`config.mk`:
```
export PLATFORM = sky130hd
export DESIGN_NAME = asm_weight_precode_ctrl
export DESIGN_NICKNAME = d
export VERILOG_FILES = /design/src/rtl/asm_weight_precode_ctrl_pkg.sv /design/src/rtl/asm_weight_precode_ctrl_control_unit.sv /design/src/rtl/asm_weight_precode_ctrl.sv
export SDC_FILE = /design/constraint.sdc
export NUM_CORES = 1
export LEC_CHECK = 0
export BUFFER_PORTS_ARGS = -buffer_cell sky130_fd_sc_hd__buf_2
export CORE_MARGIN = 3
export CORE_UTILIZATION = 45
export CTS_BUF_LIST = sky130_fd_sc_hd__clkbuf_8 sky130_fd_sc_hd__clkbuf_16
export DETAILED_ROUTE_END_ITERATION = 10
export RECOVER_POWER = 50
export SYNTH_ARGS = -nofsm -noshare
export SYNTH_HDL_FRONTEND = slang
export SYNTH_HIERARCHICAL = 1
export SYNTH_SLANG_ARGS = --single-unit
```
`constraint.sdc`:
```
create_clock -name clk -period 5.5 [get_ports clk]
set_clock_uncertainty 0.15 [all_clocks]
set_input_delay 1.375 -clock clk [delete_from_list [all_inputs] [get_ports clk]]
set_output_delay 1.375 -clock clk [all_outputs]
set_load 0.05 [all_outputs]
```
`src/rtl/asm_weight_precode_ctrl_pkg.sv`:
```
// asm_weight_precode_ctrl_pkg: shared state encoding and code-field packing constants
package asm_weight_precode_ctrl_pkg;
  localparam logic [1:0] ST_IDLE  = 2'd0;
  localparam logic [1:0] ST_FILL  = 2'd1;
  localparam logic [1:0] ST_FULL  = 2'd2;
  localparam logic [1:0] ST_DRAIN = 2'd3;
  localparam int CODE_W = 2;
  localparam int NIB_W  = 4;
  function automatic int code_width(input int width);
    return CODE_W * (width / NIB_W);
  endfunction
endpackage

```
`src/rtl/asm_weight_precode_ctrl_control_unit.sv`:
```
// asm_weight_precode_ctrl_control_unit: nibble = alphabet << sl, alphabet = 2*sel+1 (odd part mod 8)
module asm_weight_precode_ctrl_control_unit
  import asm_weight_precode_ctrl_pkg::*;
(
  input  logic [NIB_W-1:0]  nib,
  output logic [CODE_W-1:0] sl,
  output logic [CODE_W-1:0] sel
);
  always_comb begin
    sl  = nib[0] ? 2'd0 : nib[1] ? 2'd1 : nib[2] ? 2'd2 : nib[3] ? 2'd3 : 2'd0;
    sel = 2'(nib >> ({1'b0, sl} + 3'd1));
  end
endmodule

```
`src/rtl/asm_weight_precode_ctrl.sv`:
```
// asm_weight_precode_ctrl: buffers a tile of pre-coded weights and drains it over a valid/ready port
module asm_weight_precode_ctrl
  import asm_weight_precode_ctrl_pkg::*;
#(
  parameter int WIDTH = 32,
  parameter int DEPTH = 8,
  localparam int NIBBLES = WIDTH / NIB_W,
  localparam int CW = code_width(WIDTH),
  localparam int AW = $clog2(DEPTH)
) (
  input  logic          clk,
  input  logic          rst_n,
  input  logic          w_valid,
  output logic          w_ready,
  input  logic [WIDTH-1:0] w_data,
  input  logic          start,
  input  logic          repeat_en,
  input  logic          abort,
  output logic          o_valid,
  input  logic          o_ready,
  output logic [CW-1:0] o_sl,
  output logic [CW-1:0] o_sel,
  output logic [AW-1:0] o_idx,
  output logic          o_last,
  output logic          busy,
  output logic          done
);
  logic [1:0]    state;
  logic [AW-1:0] wr_cnt;
  logic [AW-1:0] rd_ptr;
  logic [CW-1:0] code_sl;
  logic [CW-1:0] code_sel;
  logic [CW-1:0] buf_sl  [DEPTH];
  logic [CW-1:0] buf_sel [DEPTH];
  logic          wr;
  logic          hs;
  for (genvar i = 0; i < NIBBLES; i++) begin : g_cu
    asm_weight_precode_ctrl_control_unit u_cu (
      .nib (w_data[NIB_W*i +: NIB_W]),
      .sl  (code_sl[CODE_W*i +: CODE_W]),
      .sel (code_sel[CODE_W*i +: CODE_W])
    );
  end
  always_comb begin
    w_ready = (state == ST_IDLE) || (state == ST_FILL);
    o_valid = state == ST_DRAIN;
    o_sl    = o_valid ? buf_sl[rd_ptr] : '0;
    o_sel   = o_valid ? buf_sel[rd_ptr] : '0;
    o_idx   = o_valid ? rd_ptr : '0;
    o_last  = o_valid && (rd_ptr == AW'(DEPTH - 1));
    busy    = state != ST_IDLE;
    wr      = w_valid && w_ready;
    hs      = o_valid && o_ready;
  end
  always_ff @(posedge clk or negedge rst_n) begin
    if (!rst_n) begin
      state  <= ST_IDLE;
      wr_cnt <= '0;
      rd_ptr <= '0;
      done   <= 1'b0;
    end else begin
      done <= 1'b0;
      if (abort) begin
        state  <= ST_IDLE;
        wr_cnt <= '0;
        rd_ptr <= '0;
      end else begin
        if (wr) begin
          wr_cnt <= wr_cnt + 1'b1;
          state  <= (wr_cnt == AW'(DEPTH - 1)) ? ST_FULL : ST_FILL;
        end
        if (state == ST_FULL && start) begin
          state  <= ST_DRAIN;
          rd_ptr <= '0;
        end
        if (hs) begin
          rd_ptr <= rd_ptr + 1'b1;
          if (o_last) begin
            done   <= 1'b1;
            state  <= repeat_en ? ST_FULL : ST_IDLE;
            wr_cnt <= '0;
          end
        end
      end
    end
  end
  // Buffer is never visible outside DRAIN, so it carries no reset
  always_ff @(posedge clk) begin
    if (wr && !abort) begin
      buf_sl[wr_cnt]  <= code_sl;
      buf_sel[wr_cnt] <= code_sel;
    end
  end
endmodule

```
* Yosys cells after proc, flatten, opt, wreduce, memory -nomap -nowiden
Memory sizes are Yosys's and may differ from the RTL's.
Index checks and enable logic that the tools add are counted.
** Word-level totals
- Bits in registers :: 9
- Bits in latches :: 0
- Bits in writable memories :: 256
- Memory bits (read-only) :: 0
- Input bits :: 39
- Output and inout bits :: 40
- Word-level logic and storage cells :: 93
- Memories :: 2
** Memories
- buf_sel :: depth 8, bits a word 16, rd ports 1, clocked after Yosys merged registers in 0, write ports 1, line asm_weight_precode_ctrl.sv:34 : logic [CW-1:0] buf_sel [DEPTH];
- buf_sl :: depth 8, bits a word 16, rd ports 1, clocked after Yosys merged registers in 0, write ports 1, line asm_weight_precode_ctrl.sv:33 : logic [CW-1:0] buf_sl [DEPTH];
** Operators by class
- $add $sub $neg :: 10
- $mul :: 0
- Divide/modulo/power cells :: 0
- Order comparisons :: 0
- Equality and inequality tests :: 5
- Shifts and indexed selects :: 8
- Muxes and demuxes :: 54
- Bitwise gates (word level) :: 0
- Reductions and logical operators :: 10
** Operators by type and width (number)
- $mux W2 :: 39
- $mux W16 :: 2
- $shr A4 B3 Y2 :: 8
- $add A2 B1 Y3 const B :: 8
- $mux W3 :: 8
- $add A3 B1 Y3 const B :: 2
- $eq A3 B3 Y1 const B :: 2
- $logic_and A1 B1 Y1 :: 5
- $mux W1 :: 5
- $eq A2 B2 Y1 const B :: 2
- $reduce_bool A3 Y1 :: 1
- $eq A2 B1 Y1 const B :: 1
- $logic_not A2 Y1 :: 1
- $reduce_bool A2 Y1 :: 1
- $logic_not A1 Y1 :: 1
- $logic_or A1 B1 Y1 :: 1

* Depth between registers and ports, before layout
- Word-level depth :: 8
- Mapped depth :: 6
- Depth with buffers taken out :: 5

* By module
Netlist, hierarchy kept.
** Modules (own cells, without submodules)
- asm_weight_precode_ctrl :: instances 1, cells each 572, area an instance 10317.4 um^2, sequential area each 7912.6 um^2
- asm_weight_precode_ctrl_control_unit :: instances 8, cells each 11, area an instance 55.1 um^2, sequential area each 0.0 um^2

* Least setup slack after synthesis
No wires, ideal clock.
- Path kind :: input to register
- From :: input w_valid
- To :: memory buf_sel[4][0] (netlist name), enable pin
- Setup time :: 513 ps
- Arrival time :: 5247 ps
- Required time :: 4837 ps
- Slack :: -410 ps
- Cell stages on the path :: 3
- Buffers on the path :: 0
- Cell sequence :: nor2b_1 -> nand2b_1 -> nor4b_1
** On the way
- Word-level cells in the longest chain between the ends :: 4
** RTL lines
- from (decl) :: line asm_weight_precode_ctrl.sv:13 : input logic w_valid,
- $logic_and A1 B1 Y1 :: line asm_weight_precode_ctrl.sv:52 : wr = w_valid && w_ready;
- $logic_and A1 B1 Y1 :: line asm_weight_precode_ctrl.sv:89 : if (wr && !abort) begin
- $mux W1 :: line asm_weight_precode_ctrl.sv:89
- $mux W1 (implied by the code) :: line asm_weight_precode_ctrl.sv:91 : buf_sel[wr_cnt] <= code_sel;
- to (decl) :: line asm_weight_precode_ctrl.sv:34
Every way passes these cells.

* Final worst setup path
- From :: register state[1]
- To :: output o_sel[6]
** On the way
- Word-level cells in the longest chain between the ends :: 2
** RTL lines
- from (decl) :: line asm_weight_precode_ctrl.sv:28 : logic [1:0] state;
- from (signal assigned) :: line asm_weight_precode_ctrl.sv:70 : state <= (wr_cnt == AW'(DEPTH - 1)) ? ST_FULL : ST_FILL;
- from (signal assigned) :: line asm_weight_precode_ctrl.sv:80 : state <= repeat_en ? ST_FULL : ST_IDLE;
- $eq A2 B2 Y1 :: line asm_weight_precode_ctrl.sv:46 : o_valid = state == ST_DRAIN;
- $mux W16 :: line asm_weight_precode_ctrl.sv:48 : o_sel = o_valid ? buf_sel[rd_ptr] : '0;
- to (decl) :: line asm_weight_precode_ctrl.sv:22 : output logic [CW-1:0] o_sel,
Every way passes these cells.

==> run_results.csv <==
group,metric,value,unit
critical_path,r2r-start,"state[1]",
clock_network,cts_root_buffer,"clkbuf_16",
sta,rsz0062_at_grt,"no",
yosys,synth_edf_count,256,
clock_network,cts_buffers,28,
sta,slew_viol_final,0,
die,fp.dieH,161,um
sta,fin_setup_tns,0,ns
die,die_w,161,um
clock_network,hold_buffers,0,
sta,fin_crit_sh,0.829,
global_route,grt_use_met1,0.242,
sta,hold_slack,0.422,ns
yosys,synth_area,0.0108,mm2
clock_network,clock_sinks,265,
yosys,postSynthCellCount,660,
yosys,synth_top_cell_by_area,"edfxtp_1",
place,place_ws,1.51,ns
hold_path,hold_start,"wr_cnt[1]",
detailed_routing,viasPerCell,5.50,
detailed_routing,dr.pass1.iters,5,
yosys,yosysTopAreaCellShare,0.715,
place,dp_hpwl,14100,um
critical_path,endpoint_kind,"output port",
cells_and_area,layout.nets,792,
clock_network,ctsResizeCount,0,
detailed_routing,drt_iter0_markers,425,
flow_run,maxCapViolCount,0,
global_route,grt_pass1_vias,5904,
global_route,grt_usage,0.179,
yosys,synthFlopType,"edfxtp_1",
pwr,peakVddDrop,284,uV
detailed_routing,wire_per_inst,21.6,um
clock_network,clk_pin_slew,0.05,ns
critical_path,worstPathArrival,3.03,ns
yosys,synth_adder_area_share,0.00465,
place,io_buffers,78,
clock_network,cts_tree,"yes",
critical_path,start_kind,"flip-flop",
yosys,synth_top_family_by_area,"multiplexers",
yosys,yosysSeqAreaShare,0.736,
sta,setup_slack,0.943,ns
yosys,synthTopCellsByArea,"edfxtp_1 71%, mux2i_1 12%, o22ai_1 3.7%",
yosys,synth_seq_cells,265,
yosys,synth_xor_area_frac,0.000814,
hold_path,hold_class,"reg2reg",
clock_network,htree_levels,1,
yosys,ys_warn_count,6,
cells_and_area,fillers,1883,
global_route,grt_max_degree,80,
pwr,p_leak,4.09,nW
yosys,synth-compound-area-share,0.0556,
sta,relSlewSlack,0.0415,
cells_and_area,drive_above_1_share,0.149,
clock_network,postCtsSetupBuffers,0,
cells_and_area,areaGrowthSynthToFinish,15.7,%
cells_and_area,seq_area,0.00791,mm2
clock_network,clkLatencyLatePin,0.52,ns
detailed_routing,vias,5921,
die,initial_utilization,0.467,
yosys,synth-simple-area-share,0.0630,
die,die_area,0.0258,mm2
cells_and_area,diodes,0,
cells_and_area,multi_input_comb_area,0.00270,mm2
sta,clock.fmax,0.219,GHz
die,core,0.0231,mm2
run_status,status,"finished clean",
critical_path,worst-setup-path-type,"reg2out",
global_route,use_met3,0.0248,
global_route,grt_first_pass_wirelength,35400,um
detailed_routing,drcViolationCount,0,
sta,finalSetupViolCount,0,
global_route,grt_use_met2,0.311,
clock_network,cts_buffer_depth,3,
pwr,p_per_area,333,mW/mm2
global_route,grt-busiest-layer,"met2",
yosys,syn_nets,703,
critical_path,crit_fanout,19,
die,rows,55,
die,io-pin-count,79,
sta,worstMarginPinSlew,1.42,ns
yosys,synth.distinct_cells,34,
global_route,grt-ovfl-total,0,
sta,min_period,4.56,ns
detailed_routing,drt-total-wl,23300,um
critical_path,startpoint,"state[1]",
global_route,antenna_found_initial,0,
yosys,synth_async_sr_flop_share,0.0340,
cells_and_area,final_core_util,0.540,
yosys,synth.avg_cell_area,16.3,um2
critical_path,worst_ep_required_time,3.97,ns
yosys,synthMuxAreaShare,0.121,
sta,hold_violations,0,
detailed_routing,drt.antenna.violating_nets,0,
place,gp_congestion,0.768,
## critical path: stages (launching register included)
cell and delay (ns):
dfrtp_1 0.61, nand4b_1 0.82, buf_12 0.47, o22ai_1 0.19
or2_1 0.14, buf_2 0.26
## synth_stat cells (2+ instances only)
| cell | count |
|---|---|
| a211oi_1 | 2 |
| a21oi_1 | 11 |
| a21oi_2 | 8 |
| a22o_1 | 2 |
| and3_1 | 4 |
| buf_2 | 15 |
| buf_4 | 5 |
| buf_6 | 2 |
| clkbuf_1 | 9 |
| dfrtp_1 | 9 |
| edfxtp_1 | 256 |
| ha_1 | 4 |
| inv_1 | 9 |
| mux2_2 | 2 |
| mux2i_1 | 128 |
| nand2_1 | 22 |
| nand2b_1 | 19 |
| nand4_1 | 2 |
| nand4b_1 | 2 |
| nor2_1 | 22 |
| nor3_1 | 9 |
| nor4_1 | 2 |
| nor4b_1 | 4 |
| o21ai_0 | 8 |
| o22ai_1 | 64 |
| or2_1 | 32 |
## layout make-up
cell class / instances / area share
Clock buffer: 29 / 0.0583
Sequential cell: 265 / 0.636
Multi-Input combinational cell: 354 / 0.217
Tap cell: 313 / 0.0315
Timing Repair Buffer: 91 / 0.0444
Inverter: 9 / 0.00271
Clock inverter: 16 / 0.0104
## placed cells by master (no fill, tap or decap), drive strengths merged, types with 2 or more instances in the layout
master and n:
or2 33, mux2 2, and3 4, bufinv 2
a21oi 19, ha 4, clkinv 10, nand4 2
buf 65, nor4 2, mux2i 128, nor3 9
nor2 22, nand2 22, nand4b 2, a211oi 2
inv 12, clkbuf 55, nand2b 19, a22o 2
nor4b 4, o22ai 64, dfrtp 9, o21ai 8
edfxtp 256
## flip-flops by register name (all words and copies together) (netlist names)
name     flops
buf_sl     128
state        2
wr_cnt       3
done         1
rd_ptr       3
buf_sel    128
## report_power, final
group	internal, mW	leakage [nW]	switching [mW]
Combinational	0.0346	1.20	0.0994
Sequential	2.26	2.46	0.0121
Clock	1.03	0.434	0.706
Total	3.33	4.09	0.818
## stage by stage
step / instance area [um2] / power [mW] / cells
3_3_place_gp: 11700 / 2.45 / 1032
4_1_cts: 12500 / 4.20 / 1077
2_1_floorplan: 10800 / 2.38 / 660
3_5_place_dp: 11700 / 2.45 / 1032
6_report: 12400 / 4.14 / 1077
5_1_grt: 12400 / 4.29 / 1077
## worst paths after layout
kind,end,slack [ns],depth (start not counted)
max in group asynchronous,wr_cnt[2],4.23,1
hold reg to reg,wr_cnt[1],0.42,2
hold / removal,wr_cnt[1],0.42,2
min in group asynchronous,rd_ptr[1],0.63,1
setup reg to reg,buf_sel[3][6],2.47,4
setup / recovery,o_sel[6],0.94,5
## logic make-up after synthesis
| kind of cell | after synthesis |
|---|---|
| XOR/XNOR | 1 |
| buffers and inverters | 41 |
| adder cells (fa/ha/maj) | 4 |
| AND/OR/NAND/NOR | 124 |
| multiplexers | 130 |
| flip-flops | 265 |
| AO/OA/AOI/OAI | 95 |
## routing by layer
metal  vias to the layer above  part of all wire
li1                       2748                 -
met4                         0             0.020
met3                        29             0.043
met5                         -                 0
met2                       131              0.51
met1                      3013              0.43
No activity file was read; power rests on OpenSTA's default activity.
